===== src/rtl/fwd_lkp_arb_if.sv =====
// Request/result and lookup-port bundle between the ingress requesters,
// the lookup arbiter and the forwarding lookup block.
interface fwd_lkp_arb_if #(
  parameter int PORT_NUM = 4,
  parameter int DW       = 16
);
  logic [PORT_NUM-1:0]   lkp_req;
  logic [PORT_NUM*8-1:0] lkp_addr;
  logic [PORT_NUM-1:0]   lkp_ack;
  logic [PORT_NUM-1:0]   lkp_vld;
  logic [DW-1:0]         lkp_data;
  logic                  fwd_rden;
  logic [7:0]            fwd_addr;
  logic [DW-1:0]         fwd_data;

  // Arbiter side: takes requests and lookup results, drives acks, results
  // and the lookup read port.
  modport master (
    input  lkp_req, lkp_addr, fwd_data,
    output lkp_ack, lkp_vld, lkp_data, fwd_rden, fwd_addr
  );

  // Requester / lookup-block side.
  modport slave (
    output lkp_req, lkp_addr, fwd_data,
    input  lkp_ack, lkp_vld, lkp_data, fwd_rden, fwd_addr
  );
endinterface


===== src/rtl/fwd_lkp_arb.sv =====
// Round-robin arbiter sharing one forwarding-lookup read port among
// PORT_NUM requesters. One grant per cycle, fixed 3-cycle ack-to-result
// latency, no back-pressure, plus a saturating issued-lookup counter.
module fwd_lkp_arb #(
  parameter int PORT_NUM = 4,
  parameter int DW       = 16
) (
  input  logic          clk,
  input  logic          rst_n,
  input  logic          arb_en,
  fwd_lkp_arb_if.master bus,
  output logic [15:0]   lkp_cnt,
  output logic          busy
);

  localparam int PW = (PORT_NUM > 1) ? $clog2(PORT_NUM) : 1;

  // (base + ofs) mod PORT_NUM for ofs < PORT_NUM.
  function automatic logic [PW-1:0] port_wrap(input logic [PW-1:0] base,
                                              input int unsigned   ofs);
    int unsigned sum;
    sum = {{(32-PW){1'b0}}, base} + ofs;
    if (sum >= unsigned'(PORT_NUM)) sum = sum - unsigned'(PORT_NUM);
    return sum[PW-1:0];
  endfunction

  function automatic logic [PORT_NUM-1:0] onehot(input logic [PW-1:0] idx);
    logic [PORT_NUM-1:0] v;
    v      = '0;
    v[idx] = 1'b1;
    return v;
  endfunction

  function automatic logic [15:0] sat_inc(input logic [15:0] c);
    return (c == 16'hFFFF) ? c : c + 16'd1;
  endfunction

  logic [PW-1:0]       rr_ptr_q, rr_ptr_d;

  logic                gnt_vld;
  logic [PW-1:0]       gnt_idx;
  logic [7:0]          gnt_addr;
  logic [7:0]          addr_arr [PORT_NUM];

  logic                vld_p1_q, vld_p1_d;
  logic [PW-1:0]       port_p1_q, port_p1_d;
  logic [7:0]          addr_p1_q, addr_p1_d;

  logic                vld_p2_q, vld_p2_d;
  logic [PW-1:0]       port_p2_q, port_p2_d;

  logic [PORT_NUM-1:0] vld_p3_q, vld_p3_d;
  logic [DW-1:0]       data_p3_q, data_p3_d;

  logic [15:0]         cnt_q, cnt_d;

  // Unpack the flat per-port address bus.
  always_comb begin
    for (int i = 0; i < PORT_NUM; i++) begin
      addr_arr[i] = bus.lkp_addr[i*8 +: 8];
    end
  end

  // Stage p0: pick the first requester at or after rr_ptr. Nothing is
  // granted while disabled or while reset is asserted.
  always_comb begin
    gnt_vld  = 1'b0;
    gnt_idx  = '0;
    gnt_addr = '0;
    if (rst_n && arb_en) begin
      for (int i = 0; i < PORT_NUM; i++) begin
        if (!gnt_vld && bus.lkp_req[port_wrap(rr_ptr_q, unsigned'(i))]) begin
          gnt_vld  = 1'b1;
          gnt_idx  = port_wrap(rr_ptr_q, unsigned'(i));
          gnt_addr = addr_arr[port_wrap(rr_ptr_q, unsigned'(i))];
        end
      end
    end
  end

  assign bus.lkp_ack = gnt_vld ? onehot(gnt_idx) : '0;

  // Next state for the pointer, the three pipeline stages and the counter.
  // The read address and the result hold when their stage is empty.
  always_comb begin
    rr_ptr_d  = rr_ptr_q;
    if (gnt_vld) rr_ptr_d = port_wrap(gnt_idx, 1);

    // p0 -> p1: issue the read to the lookup block
    vld_p1_d  = gnt_vld;
    port_p1_d = gnt_vld ? gnt_idx  : port_p1_q;
    addr_p1_d = gnt_vld ? gnt_addr : addr_p1_q;

    // p1 -> p2: lookup block returns data during p2
    vld_p2_d  = vld_p1_q;
    port_p2_d = port_p1_q;

    // p2 -> p3: capture lookup data and steer the valid to its owner
    vld_p3_d  = vld_p2_q ? onehot(port_p2_q) : '0;
    data_p3_d = vld_p2_q ? bus.fwd_data : data_p3_q;

    cnt_d     = gnt_vld ? sat_inc(cnt_q) : cnt_q;
  end

  // State registers; reset discards every in-flight lookup.
  always_ff @(posedge clk or negedge rst_n) begin
    if (!rst_n) begin
      rr_ptr_q  <= '0;
      vld_p1_q  <= 1'b0;
      port_p1_q <= '0;
      addr_p1_q <= '0;
      vld_p2_q  <= 1'b0;
      port_p2_q <= '0;
      vld_p3_q  <= '0;
      data_p3_q <= '0;
      cnt_q     <= '0;
    end else begin
      rr_ptr_q  <= rr_ptr_d;
      vld_p1_q  <= vld_p1_d;
      port_p1_q <= port_p1_d;
      addr_p1_q <= addr_p1_d;
      vld_p2_q  <= vld_p2_d;
      port_p2_q <= port_p2_d;
      vld_p3_q  <= vld_p3_d;
      data_p3_q <= data_p3_d;
      cnt_q     <= cnt_d;
    end
  end

  assign bus.fwd_rden = vld_p1_q;
  assign bus.fwd_addr = addr_p1_q;
  assign bus.lkp_vld  = vld_p3_q;
  assign bus.lkp_data = data_p3_q;
  assign lkp_cnt      = cnt_q;
  assign busy         = vld_p1_q | vld_p2_q | (|vld_p3_q);

endmodule


===== src/flat_wrapper.sv =====
// flat-port wrapper written by rule: the top's interface ports become plain ports
module fwd_lkp_arb_flat 
#(
  parameter int PORT_NUM = 4,
  parameter int DW       = 16
)
  (clk, rst_n, arb_en, lkp_cnt, busy, bus_lkp_req, bus_lkp_addr, bus_fwd_data, bus_lkp_ack, bus_lkp_vld, bus_lkp_data, bus_fwd_rden, bus_fwd_addr);
  fwd_lkp_arb_if #(.PORT_NUM(PORT_NUM), .DW(DW)) bus_i ();
  input  logic clk;
  input  logic rst_n;
  input  logic arb_en;
  output logic [15:0] lkp_cnt;
  output logic busy;
  input wire logic [$bits(bus_i.lkp_req)-1:0] bus_lkp_req;
  input wire logic [$bits(bus_i.lkp_addr)-1:0] bus_lkp_addr;
  input wire logic [$bits(bus_i.fwd_data)-1:0] bus_fwd_data;
  output wire logic [$bits(bus_i.lkp_ack)-1:0] bus_lkp_ack;
  output wire logic [$bits(bus_i.lkp_vld)-1:0] bus_lkp_vld;
  output wire logic [$bits(bus_i.lkp_data)-1:0] bus_lkp_data;
  output wire logic [$bits(bus_i.fwd_rden)-1:0] bus_fwd_rden;
  output wire logic [$bits(bus_i.fwd_addr)-1:0] bus_fwd_addr;
  assign bus_i.lkp_req = bus_lkp_req;
  assign bus_i.lkp_addr = bus_lkp_addr;
  assign bus_i.fwd_data = bus_fwd_data;
  assign bus_lkp_ack = bus_i.lkp_ack;
  assign bus_lkp_vld = bus_i.lkp_vld;
  assign bus_lkp_data = bus_i.lkp_data;
  assign bus_fwd_rden = bus_i.fwd_rden;
  assign bus_fwd_addr = bus_i.fwd_addr;
  fwd_lkp_arb #(.PORT_NUM(PORT_NUM), .DW(DW)) u_core (.clk(clk), .rst_n(rst_n), .arb_en(arb_en), .bus(bus_i), .lkp_cnt(lkp_cnt), .busy(busy));
endmodule

===== config.mk =====
export PLATFORM = sky130hd
export DESIGN_NAME = fwd_lkp_arb_flat
export DESIGN_NICKNAME = d
export VERILOG_FILES = /design/src/rtl/fwd_lkp_arb_if.sv /design/src/rtl/fwd_lkp_arb.sv /design/src/flat_wrapper.sv
export SDC_FILE = /design/constraint.sdc
export NUM_CORES = 1
export LEC_CHECK = 0
export CORE_UTILIZATION = 30
export CTS_CLUSTER_DIAMETER = 120
export DETAILED_ROUTE_END_ITERATION = 10
export PLACE_DENSITY = 0.65
export SYNTH_ARGS = -nofsm -noshare
export SYNTH_HDL_FRONTEND = slang
export SYNTH_SLANG_ARGS = --single-unit

===== constraint.sdc =====
create_clock -name clk -period 2.59 [get_ports clk]
set_input_delay 0.518 -clock clk [delete_from_list [all_inputs] [get_ports clk]]
set_output_delay 0.518 -clock clk [all_outputs]
set_load 0.1 [all_outputs]

==> results of run 1 <==
==> metal layers <==
layer  GRT usage [%]  wire [microns]  up-vias
met3            1.51             533        8
met1            20.5            4100     1447
met2            27.4            4450      100
li1                -               -     1481
met4            4.63              68        0
met5               0               0        -
==> cell families (layout without fill, tap and decap cells) <==
kind of cell	after synthesis	after routing	share of synthesized area (%)
compound gates	83	83	20.0
xor+xnor	15	15	3.87
fa+ha+maj	5	5	1.84
buf+inv	28	155	5.38
flops	52	52	38.3
mux	43	43	14.0
simple gates	95	95	16.6
==> metrics by stage <==
step / total power, mW / hold slack [ps] / setup slack (ps) / cells
finish: 4.03 / 383 / 38.3 / 588
global route: 4.23 / 400 / -38.8 / 588
CTS: 4.04 / 385 / 4.49 / 582
detailed placement: 3.23 / 367 / -381 / 570
global placement: 3.20 / 370 / -307 / 570
floorplan: 2.69 / 222 / -9.32 / 321
==> synth_stat cells (3+ instances only) <==
| library cell | number | area share [%] |
|---|---|---|
| xnor2_1 | 10 | 2.6 |
| ha_1 | 5 | 1.8 |
| clkbuf_1 | 8 | 0.88 |
| nor2_1 | 7 | 0.77 |
| buf_6 | 3 | 1.0 |
| inv_1 | 4 | 0.44 |
| o211ai_1 | 5 | 1.1 |
| o211a_1 | 7 | 2.1 |
| a2111oi_0 | 8 | 2.1 |
| a211o_1 | 7 | 1.8 |
| and2_1 | 9 | 1.7 |
| nand3_1 | 9 | 1.3 |
| mux2_2 | 25 | 8.3 |
| nand2_1 | 25 | 2.8 |
| a211oi_1 | 8 | 1.8 |
| o41ai_1 | 7 | 1.8 |
| dfrtp_1 | 52 | 38 |
| and4_1 | 4 | 1.0 |
| buf_4 | 4 | 0.88 |
| xor2_1 | 5 | 1.3 |
| o21ai_0 | 11 | 1.6 |
| a31oi_1 | 3 | 0.55 |
| a22oi_1 | 7 | 1.5 |
| buf_2 | 6 | 0.88 |
| nor2b_1 | 10 | 1.8 |
| a21oi_1 | 5 | 0.74 |
| nand4_1 | 6 | 1.1 |
| and3_1 | 4 | 0.74 |
| mux2i_1 | 17 | 5.0 |
==> worst min path at each step <==
stage,startpoint,slack (ps),cells past startpoint,endpoint
5_1_grt,u_core.port_p1_q[1]$_DFFE_PN0P_,400,0,u_core.port_p2_q[1]$_DFF_PN0_
6_report,u_core.port_p1_q[1]$_DFFE_PN0P_,380,0,u_core.port_p2_q[1]$_DFF_PN0_
3_5_place_dp,u_core.port_p1_q[1]$_DFFE_PN0P_,370,0,u_core.port_p2_q[1]$_DFF_PN0_
3_3_place_gp,u_core.port_p1_q[0]$_DFFE_PN0P_,370,0,u_core.port_p2_q[0]$_DFF_PN0_
2_1_floorplan,rst_n,220,0,u_core.bus.fwd_addr[0]$_DFFE_PN0P_
4_1_cts,u_core.port_p1_q[1]$_DFFE_PN0P_,390,0,u_core.port_p2_q[1]$_DFF_PN0_
==> layout make-up <==
type | instances | area (sq um)
Timing Repair Buffer | 142 | 1310
Clock buffer | 6 | 139
Tap cell | 140 | 175
Clock inverter | 2 | 38.8
Inverter | 5 | 18.8
Sequential cell | 52 | 1300
Multi-Input combinational cell | 241 | 1990
Fill cell | 1005 | 5960
==> layout by cell type (no fill, tap or decap), drive strengths merged, types with 2 or more instances in the layout <==
cell type and n:
o211a 8, nand2b 2, a2111oi 9, o41ai 8
nand2 25, nor3b 2, dfrtp 52, and4 4
inv 5, a22oi 7, xnor2 10, a211oi 8
a221oi 2, and2 9, a21oi 7, mux2i 17
o211ai 5, or4b 2, o21ai 13, nand4 6
ha 5, a211o 7, nand3 9, dlygate4sd2 3
or4bb 2, buf 90, clkdlybuf4s50 48, nor2 7
xor2 5, a31oi 3, and3b 2, nor2b 10
and3 4, clkbuf 6, nand3b 2, mux2 25
==> power breakdown <==
part | switching [mW] | internal, mW | leakage, nW
logic | 1.52 | 0.632 | 1.41
registers | 0.140 | 0.964 | 0.655
clock network | 0.294 | 0.484 | 0.0871
total | 1.95 | 2.08 | 2.15
==> sequential cells by signal, indices dropped and copies added, names as in the netlist <==
signal               flops
u_core.bus.lkp_data     16
u_core.rr_ptr_q          2
u_core.bus.fwd_rden      1
u_core.bus.fwd_addr      8
u_core.bus.lkp_vld       4
u_core.port_p1_q         2
u_core.port_p2_q         2
u_core.vld_p2_q          1
u_core.lkp_cnt          16
==> timing repair <==
item | in CTS | in global routing
pin swaps | 2 | 2
hold endpoints to repair | 0 | 0
setup endpoints to repair | 4 | 4
setup buffers | 4 | 6
gates resized for setup | 23 | 15
==> worst reg2reg max path: stages (launching register included) <==
cell and delay, ps:
dfrtp_2 420, buf_4 140, buf_4 240, mux4_2 680, o211a_1 160, o41ai_1 390
o211ai_1 130
==> impl_metrics.env, run 1 <==
export IMPL_outcome="completed"
export IMPL_ys_flop_type="dfrtp_1"
export IMPL_rr_startpoint="u_core.rr_ptr_q[1]$_DFFE_PN0P_"
export IMPL_cp_top_family="flip-flops"
export IMPL_syn_to_final_growth_pct=46.6
export IMPL_critPathCaptureType="output pin"
export IMPL_critical_path_arrival_ps=2030
export IMPL_vias_per_cell=5.16
export IMPL_ir_drop_mv=0.557
export IMPL_grt_usage_pct=15.7
export IMPL_port_buffers=104
export IMPL_die_width_microns=108
export IMPL_rsz0062_at_grt="true"
export IMPL_cp_cell_sequence="nand3b_1 -> o21ai_1 -> nand2b_1 -> a221oi_2 -> buf_4 -> inv_2 -> ha_2 -> and2_4 -> buf_12"
export IMPL_syn_inst=321
export IMPL_wirelength_mm=9.14
export IMPL_regToRegSetupSlack_ps=320
export IMPL_p_leak_nw=2.15
export IMPL_tritoncts="yes"
export IMPL_dpl_hpwl_mm=6.46
export IMPL_finalHoldViolations=0
export IMPL_synth_area_per_cell_sq_um=10.6
export IMPL_min_path_type="reg2reg"
export IMPL_seq_area_frac_synth_pct=38.3
export IMPL_via_count=3036
export IMPL_grt_pass1_wl_mm=14.6
export IMPL_antenna_found_initial=0
export IMPL_die_area_sq_um=11700
export IMPL_cp_startpoint="u_core.rr_ptr_q[1]$_DFFE_PN0P_"
export IMPL_cp_num_cells=9
export IMPL_path_clk_slew_ps=70
export IMPL_tightest_slew_ps=669
export IMPL_gp_congestion=0.745
export IMPL_path_class="reg2out"
export IMPL_cts_inserted_buffers=5
export IMPL_dpl_cell_area_sq_um=4630
export IMPL_rows=38
export IMPL_clk_path_buf_depth=2
export IMPL_async_reset_ff_share_pct=100
export IMPL_fin_crit_ps=2550
export IMPL_max_cap_viol_count=0
export IMPL_fin_area_sq_um=4970
export IMPL_cts_sinks=52
export IMPL_grt_pass1_vias=3040
export IMPL_htreeDepth=2
export IMPL_ant_nets=0
export IMPL_worst_path_buf_inv=3
export IMPL_grt_ovfl_total=0
export IMPL_yosysWarnings=0
export IMPL_drc=0
export IMPL_r2r_end="u_core.bus.fwd_addr[1]$_DFFE_PN0P_"
export IMPL_drt_pass1_iterations=4
export IMPL_crit_slowest_cell="dfrtp_2"
export IMPL_nNetsFinal=507
export IMPL_fin_util_pct=45.5
export IMPL_slowest_delay_ps=450
export IMPL_drt_iter0_markers=126
export IMPL_synth_area_sq_um=3390
export IMPL_startpoint_type="register"
export IMPL_min_period_over_period_pct=98.5
export IMPL_ff2ff_path_depth=6
export IMPL_coreArea_sq_um=10900
export IMPL_clock_skew_ps=5.97
export IMPL_antenna_cells=0
export IMPL_grt_max_degree=53
export IMPL_avgRoutedWirePerCell_microns=15.6
export IMPL_ys_seq_elements=52
export IMPL_clk_latency_ps=290
export IMPL_setup_viol_count_final=0
export IMPL_synth_edf_count=0
export IMPL_syn_nets=381
export IMPL_synth_cell_types=60
export IMPL_holdBufCountCts=0
export IMPL_crit_fanout=6
export IMPL_critPathCapture="bus_lkp_ack[1]"
export IMPL_start_util_pct=31.0
export IMPL_ios=105
export IMPL_slew_headroom_pct=55.4
export IMPL_maxSlewViolCount=0
export IMPL_power_density_nw_per_um2=811
export IMPL_required_ps=2070
export IMPL_fmax_mhz=392
export IMPL_fin_setup_tns_ps=0
export IMPL_fp_dieH_microns=108
export IMPL_root_buffer="clkbuf_16"
export IMPL_drive_gt1_share_pct=33.9
(Power assumes the default switching activity.)
==> inputs of run 2 (changes only) <==
--- a/config.mk
+++ b/config.mk
@@ -5,6 +5,7 @@
 export SDC_FILE = /design/constraint.sdc
 export NUM_CORES = 1
 export LEC_CHECK = 0
+export CAP_MARGIN = 20
 export CORE_UTILIZATION = 30
 export CTS_CLUSTER_DIAMETER = 120
 export DETAILED_ROUTE_END_ITERATION = 10
==> constraint.sdc (replaced) <==
create_clock -name clk -period 3.05 [get_ports clk]
set_input_delay 0.61 -clock clk [delete_from_list [all_inputs] [get_ports clk]]
set_output_delay 0.61 -clock clk [all_outputs]
set_load 0.1 [all_outputs]
==> impl_metrics.env, run 2 (synthesis gave the netlist of run 1 again) <==
export IMPL_crit_slowest_cell="clkdlybuf4s50_1"
export IMPL_p_clk_share_pct=17.4
export IMPL_fin_setup_tns_ps=0
export IMPL_p_comb_share_pct=53.8
export IMPL_critPathCaptureType="output pin"
export IMPL_cp_top_family="buffers and inverters"
export IMPL_ir_drop_mv=0.368
export IMPL_port_buffers=104
export IMPL_grt_pass1_vias=2953
export IMPL_startpoint_type="input pin"
export IMPL_ant_nets=0
export IMPL_path_clk_slew_ps=60
export IMPL_via_count=3005
export IMPL_antenna_cells=0
export IMPL_nNetsFinal=494
export IMPL_min_from="u_core.port_p1_q[0]$_DFFE_PN0P_"
export IMPL_nFillCells=1071
export IMPL_grt_usage_pct=15.3
export IMPL_ios=105
export IMPL_max_cap_viol_count=0
export IMPL_crit_path_frequent_cell="buf_4"
export IMPL_clk_path_buf_depth=2
export IMPL_root_buffer="clkbuf_16"
export IMPL_final_cell_mix="buf_4 (69), dfrtp_1 (51), clkdlybuf4s50_1 (50)"
export IMPL_gp_congestion=0.764
export IMPL_drt_pass1_iterations=4
export IMPL_ff2ff_path_depth=6
export IMPL_min_path_type="reg2reg"
export IMPL_grt_max_degree=53
export IMPL_p_seq_share_pct=28.8
export IMPL_outcome="completed"
export IMPL_clk_latency_ps=290
export IMPL_tightest_slew_ps=659
export IMPL_wirelength_mm=8.93
export IMPL_path_class="in2out"
export IMPL_fmax_mhz=342
export IMPL_regToRegSetupSlack_ps=700
export IMPL_swShare_pct=50.3
export IMPL_dpl_hpwl_mm=6.50
export IMPL_die_area_sq_um=11700
export IMPL_multi_input_area_sq_um=1920
export IMPL_p_sw_mw=1.65
export IMPL_min_delay_path_depth=0
export IMPL_register_area_sq_um=1300
export IMPL_finalHoldViolations=0
export IMPL_slew_headroom_pct=56.1
export IMPL_clock_skew_ps=10.9
export IMPL_r2r_end="u_core.bus.fwd_addr[7]$_DFFE_PN0P_"
export IMPL_vias_per_cell=5.23
export IMPL_required_ps=2440
export IMPL_crit_fanout=5
export IMPL_grt_pass1_wl_mm=14.3
export IMPL_fp_dieH_microns=108
export IMPL_syn_to_final_growth_pct=39.5
export IMPL_die_width_microns=108
export IMPL_setup_viol_count_final=0
export IMPL_critical_path_arrival_ps=2320
export IMPL_cts_inserted_buffers=5
export IMPL_rsz0062_at_grt="false"
export IMPL_mostFrequentLayoutCell="buf_4"
export IMPL_avgRoutedWirePerCell_microns=15.5
export IMPL_cts_sinks=52
export IMPL_fin_util_pct=43.3
export IMPL_coreArea_sq_um=10900
export IMPL_drt_iter0_markers=124
export IMPL_cp_cell_sequence="clkdlybuf4s50_1 -> buf_4 -> o21ai_0 -> a221oi_2 -> buf_4 -> inv_1 -> ha_1 -> and2_1 -> buf_12"
export IMPL_intPower_mw=1.63
export IMPL_min_to="u_core.port_p2_q[0]$_DFF_PN0_"
export IMPL_maxSlewViolCount=0
export IMPL_tritoncts="yes"
export IMPL_p_leak_nw=2.04
export IMPL_antenna_found_initial=0
export IMPL_drc=0
export IMPL_fin_crit_ps=2930
export IMPL_drive_gt1_share_pct=28.3
export IMPL_start_util_pct=31.0
export IMPL_min_period_over_period_pct=95.9
export IMPL_rows=38
export IMPL_slowest_delay_ps=480
export IMPL_worst_path_buf_inv=5
export IMPL_rr_startpoint="u_core.rr_ptr_q[1]$_DFFE_PN0P_"
export IMPL_power_density_nw_per_um2=693
export IMPL_htreeDepth=2
export IMPL_grt_ovfl_total=0
[run 2: what timing repair did]
item	4_1_cts	5_1_grt
endpoints found under the hold margin	0	0
resized for setup	5	3
hold buffers	0	0
setup buffers	1	0
endpoints found under the setup margin	4	4
pin swaps	1	0
[run 2: worst max path at each step]
stage | start | endpoint | slack [ps] | depth (start not counted)
after floorplan | u_core.rr_ptr_q[1]$_DFFE_PN0P_ | bus_lkp_ack[2] | 70 | 8
after detailed placement | bus_lkp_req[2] | bus_lkp_ack[0] | -140 | 10
after global placement | bus_lkp_req[2] | bus_lkp_ack[1] | -60 | 10
after CTS | bus_lkp_req[3] | bus_lkp_ack[0] | 50 | 10
final | bus_lkp_req[3] | bus_lkp_ack[0] | 120 | 9
after global routing | bus_lkp_req[3] | bus_lkp_ack[1] | 10 | 10
[run 2: layout make-up]
class | count | area share (%)
Clock inverter | 3 | 0.582
Timing Repair Buffer | 129 | 24.6
Sequential cell | 52 | 27.5
Inverter | 5 | 0.397
Tap cell | 140 | 3.70
Multi-Input combinational cell | 241 | 40.5
Clock buffer | 5 | 2.64
[run 2: layer usage]
metal | part of all wire [%] | wire (microns) | global-route usage (%)
met2 | 48 | 4260 | 27.6
met5 | 0 | 0 | 0
met4 | 0.52 | 46 | 3.09
met1 | 46 | 4080 | 19.4
met3 | 6.1 | 541 | 2.05
[run 2: power by group through the flow]
stage,combinational [mW],sequential [mW],clock [mW]
finish,1.76,0.945,0.570
global route,1.86,0.968,0.620
CTS,1.77,0.944,0.589
detailed placement,1.76,0.955,0
global placement,1.75,0.953,0
floorplan,0.541,1.74,0
[run 2: stage by stage]
step	total power, mW	instances	setup WS (ps)	instance area [sq um]	hold slack (ps)
final	3.28	575	124	4730	387
after global routing	3.44	575	13.7	4730	397
after CTS	3.30	575	52.7	4740	388
after detailed placement	2.72	566	-139	4570	368
after global placement	2.70	566	-58.6	4570	364
after floorplan	2.29	321	72.7	3390	314
[run 2: worst reg2reg max path, delay by kind of cell (launching register included)]
family,cells,cell delay [ps]
buffers and inverters,1,510
AOI/OAI and AO/OA,3,580
and+or+nand+nor,1,90
muxes,1,420
DFF,1,630
